==> config.mk <==
export PLATFORM = sky130hd
export DESIGN_NAME = read_exec_latch
export DESIGN_NICKNAME = d
export VERILOG_FILES = /design/src/rtl/read_exec_latch.sv
export SDC_FILE = /design/constraint.sdc
export NUM_CORES = 2
export LEC_CHECK = 0
export CORE_AREA = 2 2 556 558
export CTS_BUF_LIST = sky130_fd_sc_hd__clkbuf_8
export DETAILED_ROUTE_END_ITERATION = 8
export DIE_AREA = 0 0 558 560
export PLACE_DENSITY_LB_ADDON = 0.12
export SETUP_SLACK_MARGIN = 0.5
export SLEW_MARGIN = 20
export SYNTH_ARGS = -nofsm -noshare
export SYNTH_HDL_FRONTEND = slang
export SYNTH_SLANG_ARGS = --single-unit
==> constraint.sdc <==
create_clock -name clk -period 4.2 [get_ports clk]
set_input_delay 0.42 -clock clk [delete_from_list [all_inputs] [get_ports clk]]
set_output_delay 0.42 -clock clk [all_outputs]
set_load 0.01 [all_outputs]
==> src/rtl/read_exec_latch.sv <==
// Read-to-Execute pipeline register with a per-register RAW scoreboard.
// Generates the stall that holds Read and flags protocol errors (sticky).
module read_exec_latch #(
    parameter int CTRL_W = 512,
    parameter int CNT_W  = 2
) (
    input  logic              clk,
    input  logic              reset,
    input  logic              readValidIn,
    input  logic [63:0]       operandVal1In,
    input  logic [63:0]       operandVal2In,
    input  logic [63:0]       destRegValueIn,
    input  logic [3:0]        destRegIn,
    input  logic              destRegValidIn,
    input  logic [CTRL_W-1:0] ctrlIn,
    input  logic [3:0]        decSrc1In,
    input  logic [3:0]        decSrc2In,
    input  logic [3:0]        decDestIn,
    input  logic              decSrc1ValidIn,
    input  logic              decSrc2ValidIn,
    input  logic              decDestValidIn,
    input  logic              exReadyIn,
    input  logic              wbRetireValidIn,
    input  logic [3:0]        wbRetireRegIn,
    input  logic              flushIn,
    output logic              validOut,
    output logic [63:0]       operandVal1Out,
    output logic [63:0]       operandVal2Out,
    output logic [63:0]       destRegValueOut,
    output logic [3:0]        destRegOut,
    output logic              destRegValidOut,
    output logic [CTRL_W-1:0] ctrlOut,
    output logic              stallOut,
    output logic              errorOut
);

    localparam logic [CNT_W-1:0] CNT_MAX = '1;

    logic              r_valid;
    logic [63:0]       r_op1;
    logic [63:0]       r_op2;
    logic [63:0]       r_dest_val;
    logic [3:0]        r_dest;
    logic              r_dest_valid;
    logic [CTRL_W-1:0] r_ctrl;
    logic              r_error;
    logic [CNT_W-1:0]  r_cnt [16];

    logic              w_hazard;
    logic              w_stall;
    logic              w_accept;
    logic [15:0]       w_uflow;
    logic [CNT_W-1:0]  w_cnt_nxt [16];

    // Hazard looks only at pre-edge counts, so a same-cycle retire releases next cycle.
    always_comb begin
        w_hazard = 1'b0;
        if (decSrc1ValidIn && (r_cnt[decSrc1In] != '0)) w_hazard = 1'b1;
        if (decSrc2ValidIn && (r_cnt[decSrc2In] != '0)) w_hazard = 1'b1;
        if (decDestValidIn && (r_cnt[decDestIn] != '0)) w_hazard = 1'b1;
        if (decDestValidIn && (r_cnt[decDestIn] == CNT_MAX)) w_hazard = 1'b1;
    end

    assign w_stall  = w_hazard || (r_valid && !exReadyIn);
    assign w_accept = readValidIn && !w_stall && !flushIn;

    for (genvar g = 0; g < 16; g++) begin : g_cnt
        logic             w_inc;
        logic             w_dec_wb;
        logic             w_dec_fl;
        logic [CNT_W:0]   w_up;
        logic [CNT_W:0]   w_dec;
        logic [CNT_W:0]   w_diff;

        assign w_inc    = w_accept && destRegValidIn && (destRegIn == 4'(g));
        assign w_dec_wb = wbRetireValidIn && (wbRetireRegIn == 4'(g));
        assign w_dec_fl = flushIn && r_valid && r_dest_valid && (r_dest == 4'(g));
        assign w_up     = {1'b0, r_cnt[g]} + (CNT_W+1)'(w_inc);
        assign w_dec    = (CNT_W+1)'(w_dec_wb) + (CNT_W+1)'(w_dec_fl);
        assign w_diff   = w_up - w_dec;
        assign w_uflow[g] = (w_up < w_dec);
        // Clamp at zero on underflow; saturate if an unguarded increment would wrap.
        assign w_cnt_nxt[g] = w_uflow[g]    ? '0 :
                              w_diff[CNT_W] ? CNT_MAX : w_diff[CNT_W-1:0];
    end

    always_ff @(posedge clk) begin
        if (!reset) begin
            r_valid      <= 1'b0;
            r_op1        <= '0;
            r_op2        <= '0;
            r_dest_val   <= '0;
            r_dest       <= '0;
            r_dest_valid <= 1'b0;
            r_ctrl       <= '0;
            r_error      <= 1'b0;
            for (int i = 0; i < 16; i++) r_cnt[i] <= '0;
        end else begin
            for (int i = 0; i < 16; i++) r_cnt[i] <= w_cnt_nxt[i];
            if ((|w_uflow) || (readValidIn && w_stall)) r_error <= 1'b1;
            if (flushIn) begin
                r_valid <= 1'b0;
            end else if (w_accept) begin
                r_valid      <= 1'b1;
                r_op1        <= operandVal1In;
                r_op2        <= operandVal2In;
                r_dest_val   <= destRegValueIn;
                r_dest       <= destRegIn;
                r_dest_valid <= destRegValidIn;
                r_ctrl       <= ctrlIn;
            end else if (r_valid && exReadyIn) begin
                r_valid <= 1'b0;
            end
        end
    end

    assign validOut        = r_valid;
    assign operandVal1Out  = r_op1;
    assign operandVal2Out  = r_op2;
    assign destRegValueOut = r_dest_val;
    assign destRegOut      = r_dest;
    assign destRegValidOut = r_dest_valid;
    assign ctrlOut         = r_ctrl;
    assign stallOut        = w_stall;
    assign errorOut        = r_error;

endmodule

## Word level (Yosys, flattened, before mapping)

Memories as Yosys holds them, arrays and structs flattened.
Index checks and enable logic that the tools add are counted.
Widths: inputs -> output; s select.

- Register bits after elaboration: 711
- Latch bits: 0
- RAM bits: 32
- ROM bits: 0
- Input bits: 734
- Memories: 1

- $add $sub $neg: 48
- Multiply operators: 0
- Divide/modulo/power cells: 0
- Magnitude comparators: 16
- Equality and inequality tests: 46
- Shifts and indexed selects: 0
- Multiplexer cells: 56
- Bitwise gates (word level): 18
- Reduce and logical (&&, ||, !) cells: 75

Memory list:

| name | depth | width | read ports | clocked after memory_dff | wr ports | RTL line | source |
|---|---|---|---|---|---|---|---|
| r_cnt | 16 | 2 | 19 | 0 | 16 | 47 | `logic [CNT_W-1:0] r_cnt [16];` |

Operators with widths:

| operator | count |
|---|---|
| $eq 4x4->1 const B | 24 |
| $mux 2 | 48 |
| $logic_and 1x1->1 | 60 |
| $add 2x1->3 | 16 |
| $eq 4x3->1 const B | 12 |
| $lt 3x2->1 | 16 |
| $sub 3x2->3 | 16 |
| $add 1x1->2 | 16 |
| $eq 4x2->1 const B | 6 |
| $or 1x1->1 | 16 |
| $reduce_or 16->1 | 1 |
| $eq 4x1->1 const B | 3 |
| $logic_not 4->1 | 3 |
| $mux 1 | 8 |
| $reduce_bool 2->1 | 4 |
| $logic_not 1->1 | 3 |
| $eq 2x2->1 const B | 1 |
| $logic_or 1x1->1 | 2 |
| $not 1->1 | 2 |
| $reduce_and 2->1 | 1 |
| $reduce_or 2->1 | 1 |

## Logic depth before layout (Yosys ltp)

An unclocked memory read counts as a cell.

- Word-level depth: 18
- Gate-level depth with buffers: 16
- Depth with buffers taken out: 14

## Worst setup path before layout

No wires, ideal clock.

- Path type: input port to flip-flop
- Start point: in decSrc2In[2]
- End point: reg r_error, in the netlist errorOut
- Library setup time: 131 ps
- Arrival time: 3,851 ps
- Required time: 4,069 ps
- Path slack: 218 ps
- Cell stages on the path: 15
- Cell sequence: mux4_1 nand3b_1 and4_4 or4b_2 buf_6 buf_6 nor3_1 ha_1 inv_1 fa_1 o31ai_1 nand4_1 or4_1 o21ai_0 o21ai_0

- Cells in the longest elaborated chain, start to end: 16

Ends and longest elaborated chain:

| item | RTL line | source |
|---|---|---|
| start: declaration | 17 | `input logic [3:0] decSrc2In,` |
| $mem_v2 16x2 (*) | -- |  |
| $reduce_bool 2->1 (*) | 59 | `if (decSrc2ValidIn && (r_cnt[decSrc2In] != '0)) w_hazard = 1'b1;` |
| $logic_and 1x1->1 (*) | 59 |  |
| $mux 1 (*) | 59 |  |
| $mux 1 (*) | 60 | `if (decDestValidIn && (r_cnt[decDestIn] != '0)) w_hazard = 1'b1;` |
| $mux 1 (*) | 61 | `if (decDestValidIn && (r_cnt[decDestIn] == CNT_MAX)) w_hazard = 1'b1;` |
| $logic_or 1x1->1 (*) | 64 | `assign w_stall = w_hazard \|\| (r_valid && !exReadyIn);` |
| $logic_not 1->1 | 65 | `assign w_accept = readValidIn && !w_stall && !flushIn;` |
| $logic_and 1x1->1 (2 in series) | 65 |  |
| $logic_and 1x1->1 (2 in series) | 75 | `assign w_inc = w_accept && destRegValidIn && (destRegIn == 4'(g));` |
| $add 2x1->3 | 78 | `assign w_up = {1'b0, r_cnt[g]} + (CNT_W+1)'(w_inc);` |
| $lt 3x2->1 | 81 | `assign w_uflow[g] = (w_up < w_dec);` |
| $reduce_or 16->1 | 100 | `if ((\|w_uflow) \|\| (readValidIn && w_stall)) r_error <= 1'b1;` |
| $logic_or 1x1->1 (*) | 100 |  |
| end signal: assignment | 96 | `r_error <= 1'b0;` |
| end signal: assignment | 100 |  |
| end: declaration | 46 | `logic r_error;` |

Every way passes the cells marked *; elsewhere a longest branch is shown, timed or not.
A chain may end at the register's enable or synchronous reset.

==> key figures <==
Worst setup path
  – CP Capture Type: register
  – Critical path's slowest cell: or4b_4
  – Startpoint types: register
  – Crit Path Class: reg -> reg
  – CP max FO: 4
  – R2R Setup Slk: 90 ps
  – CP cell instances: nor2_2, buf_6, mux4_2, nand3_2, and4_4, or4b_4, buf_6, buf_6, nor3_1, ha_1, inv_1, fa_1, o31ai_2, nand2b_1, or4_4, o21ai_2, o21ai_1
  – CP max stage delay: 580 ps
  – Crit path DAT: between 4000 and 5000 ps
  – CP dominant cell by count: buf_6
  – CP required: roughly 5000 ps

Floorplanning
  – Die height: approximately 560 um
  – IO Pins: approximately 1400
  – Initial Util: 0.1030
  – Die Area: approximately 310000 um^2
  – Site row count: 204
  – Die Width: 558 um
  – Core Area: 307100 um^2

Yosys
  – Avg Cell Area, Syn: 8.981 um^2
  – Cell variety after synth: 37
  – Seq cells post-synth: 743
  – Post-Syn Area: about 32000 um^2
  – Seq/Total Area, Yosys: 0.4705
  – Syn_nets: 4350
  – Post-Synthesis Cells: between 3000 and 4000
  – YS warnings: 0

Flow run
  – MaxCap Viol Count: 0

Global routing
  – Tot GR Track Use: 0.1132
  – Initial antenna violation count: 66
  – Vias in the first global route: between 30000 and 40000
  – GR Overflow Total: 0
  – Global-route wire length before repair: roughly 260000 um
  – Largest net degree at the start of global routing: between 100 and 150

Placement
  – Detailed Place HPWL: roughly 140000 um
  – Buffers added on ports: between 1000 and 1500
  – Inst Count DP: about 9000
  – GPL Wtd Cong: around 0.78

STA
  – Relative slew margins: 0.4336
  – Final Critical Period: 4111 ps
  – Final Hold Viols: 0
  – Worst Skew: 74.62 ps
  – RSZ-0062 raised after global routing: true
  – Worst-Margin Slew: roughly 850 ps
  – Final setup viols: 0
  – Final Max Slew Viols: 0
  – Max Freq: ~240 MHz
  – Period utilisation layout: 0.9788

CTS
  – CTS tree: built
  – Root Buffer: clkbuf_8
  – Total CTS buffers: 175
  – CTS HTree Levels: 4
  – Clock tree sinks: approximately 740
  – Clock Pin Slew Worst Setup and Hold Paths: around 60 ps
  – CTS Buffer Depth: 4
  – Clk_lat worst skew: roughly 920 ps

Pwr
  – Leakage: around 23 nW
  – VDD IR-drop max: 0.2403 mV
  – Pwr dens: roughly 330 nW/um^2

Drt
  – Routed Antenna Nets: 0
  – Final wirelength: 184900 um
  – DRC: 0
  – Drt first pass iters: 5
  – Via density: ~3.2
  – Vias: around 32000
  – Wire length per cell: ~19 um
  – Initial drt markers: 1232

Hold path
  – Type of the most critical hold path: in -> reg

Cells and area
  – Post-Route Utilization: 0.2015
  – Layout Nets: 6515
  – Share of cells above drive strength 1: 0.08654
  – Non-Filler Instances: 9960
  – Area Growth Syn to Fin: 95.77%

Outcome
  – Status: finished clean
[worst max-delay path: cells and delay by family (launching register included)]
kind	cells	cell delay, ps
AOI/OAI and AO/OA	3	410
adders and majority gates	2	680
buffers and inverters	4	470
DFF	1	330
muxes	1	240
and+or+nand+nor	7	1800
[final timing paths]
path / start / endpoint / cells past startpoint
setup / recovery: r_cnt[14][1]$_SDFF_PN0_ / errorOut$_SDFFE_PN0P_ / 17
hold / removal: reset / ctrlOut[164]$_SDFFE_PN0P_ / 3
setup reg to reg: r_cnt[14][1]$_SDFF_PN0_ / errorOut$_SDFFE_PN0P_ / 17
hold reg to reg: ctrlOut[153]$_SDFFE_PN0P_ / ctrlOut[153]$_SDFFE_PN0P_ / 2
[cells in the mapped netlist, drive strengths merged]
cell / instances / area share
o21ai: 2 / 0.00032
nand2: 1441 / 0.17
a21boi: 1 / 0.00024
buf: 81 / 0.016
ha: 64 / 0.025
and2: 1 / 0.00020
or3b: 2 / 0.00055
clkbuf: 161 / 0.019
or4b: 1 / 0.00032
mux2i: 710 / 0.22
nor4b: 1 / 0.00028
mux2: 2 / 0.00071
o31ai: 16 / 0.0038
nor4bb: 1 / 0.00032
nor2: 42 / 0.0050
mux4: 12 / 0.0089
nor4: 4 / 0.00079
nor2b: 1 / 0.00020
inv: 100 / 0.012
or3: 1 / 0.00020
nor3: 20 / 0.0032
nand3: 6 / 0.00095
xor2: 16 / 0.0044
a32oi: 1 / 0.00028
nand2b: 11 / 0.0022
nand3b: 8 / 0.0019
fa: 32 / 0.020
nand4: 3 / 0.00059
or4: 1 / 0.00024
o22ai: 1 / 0.00020
a21oi: 33 / 0.0052
dfxtp: 743 / 0.47
and4: 1 / 0.00036
[placed cells by master (no fill, tap or decap), types with 9 or more instances in the layout]
master / n
diode_2: 39
nor3_1: 10
nand2_1: 1439
mux2i_1: 709
ha_2: 14
xor2_1: 13
clkdlybuf4s50_1: 1443
buf_12: 32
buf_6: 14
fa_1: 29
ha_1: 48
nand2b_1: 11
nor2_1: 36
inv_1: 163
buf_4: 127
a21oi_1: 29
dfxtp_2: 9
dfxtp_1: 734
dlygate4sd3_1: 611
mux4_2: 11
clkbuf_8: 205
[metrics by stage]
step | cell area (um^2) | hold slack [ps] | TNS [ps] | setup slack [ps] | total power [mW]
after detailed placement | 51840 | 444.9 | -488.4 | -488.4 | 11.52
after global routing | 61860 | 25.87 | -89.52 | -89.52 | 21.61
final | 61890 | 154.6 | 0 | 88.83 | 20.37
after CTS | 61540 | 1.050 | -22.88 | -22.88 | 21.07
after floorplan | 31720 | 479.0 | 0 | 502.6 | 9.188
after global placement | 51840 | 439.8 | -543.9 | -526.3 | 11.51
[what timing repair did]
action                                  in CTS  in global routing
gates cloned                                 1                  0
hold buffers                               611                  0
endpoints found under the setup margin      14                 16
setup buffers                               10                  4
pin swaps                                   27                 25
hold endpoints to repair                   611                  0
resized for setup                           52                 54
[logic make-up (layout without fill, tap and decap cells)]
| logic type | count (synthesis) | in the layout | synth area share |
|---|---|---|---|
| muxes | 724 | 724 | 0.2344 |
| other | 0 | 39 | 0 |
| buffers and inverters | 342 | 2622 | 0.04666 |
| adders and majority gates | 96 | 96 | 0.04559 |
| and+or+nand+nor | 1545 | 1546 | 0.1883 |
| DFF | 743 | 743 | 0.4705 |
| AOI/OAI and AO/OA | 54 | 54 | 0.01005 |
| xor gates and xnor gates | 16 | 16 | 0.004433 |
[layer usage]
layer / up-vias / wire length [um] / share of wire / track usage
met5: - / 194 / 0.0010 / 0
met4: 30 / 6197 / 0.034 / 0.03955
met3: 305 / 18670 / 0.10 / 0.05013
met2: 1135 / 88220 / 0.48 / 0.1944
met1: 14840 / 71660 / 0.39 / 0.1221
li1: 15750 / - / - / -
[sequential cells by signal (all words and copies together) (netlist names)]
signal	cells
destRegValidOut	1
errorOut	1
operandVal2Out	64
operandVal1Out	64
validOut	1
destRegValueOut	64
r_cnt	32
ctrlOut	512
destRegOut	4
[power by group]
group | switching (mW) | internal (mW)
logic | 1.84 | 2.31
registers | 0.241 | 7.48
clock network | 3.94 | 4.57
total | 6.02 | 14.4
[final cells by class]
class                           instances  area (um^2)
Inverter                              100        375.4
Multi-Input combinational cell       2436        15750
Antenna cell                           39        97.59
Sequential cell                       743        14890
Timing Repair Buffer                 2229        22330
Clock buffer                          205         2821
Fill cell                           34070       245200
Tap cell                             4120         5155
Clock inverter                         88        474.2
No activity file was read; power rests on OpenSTA's default activity.
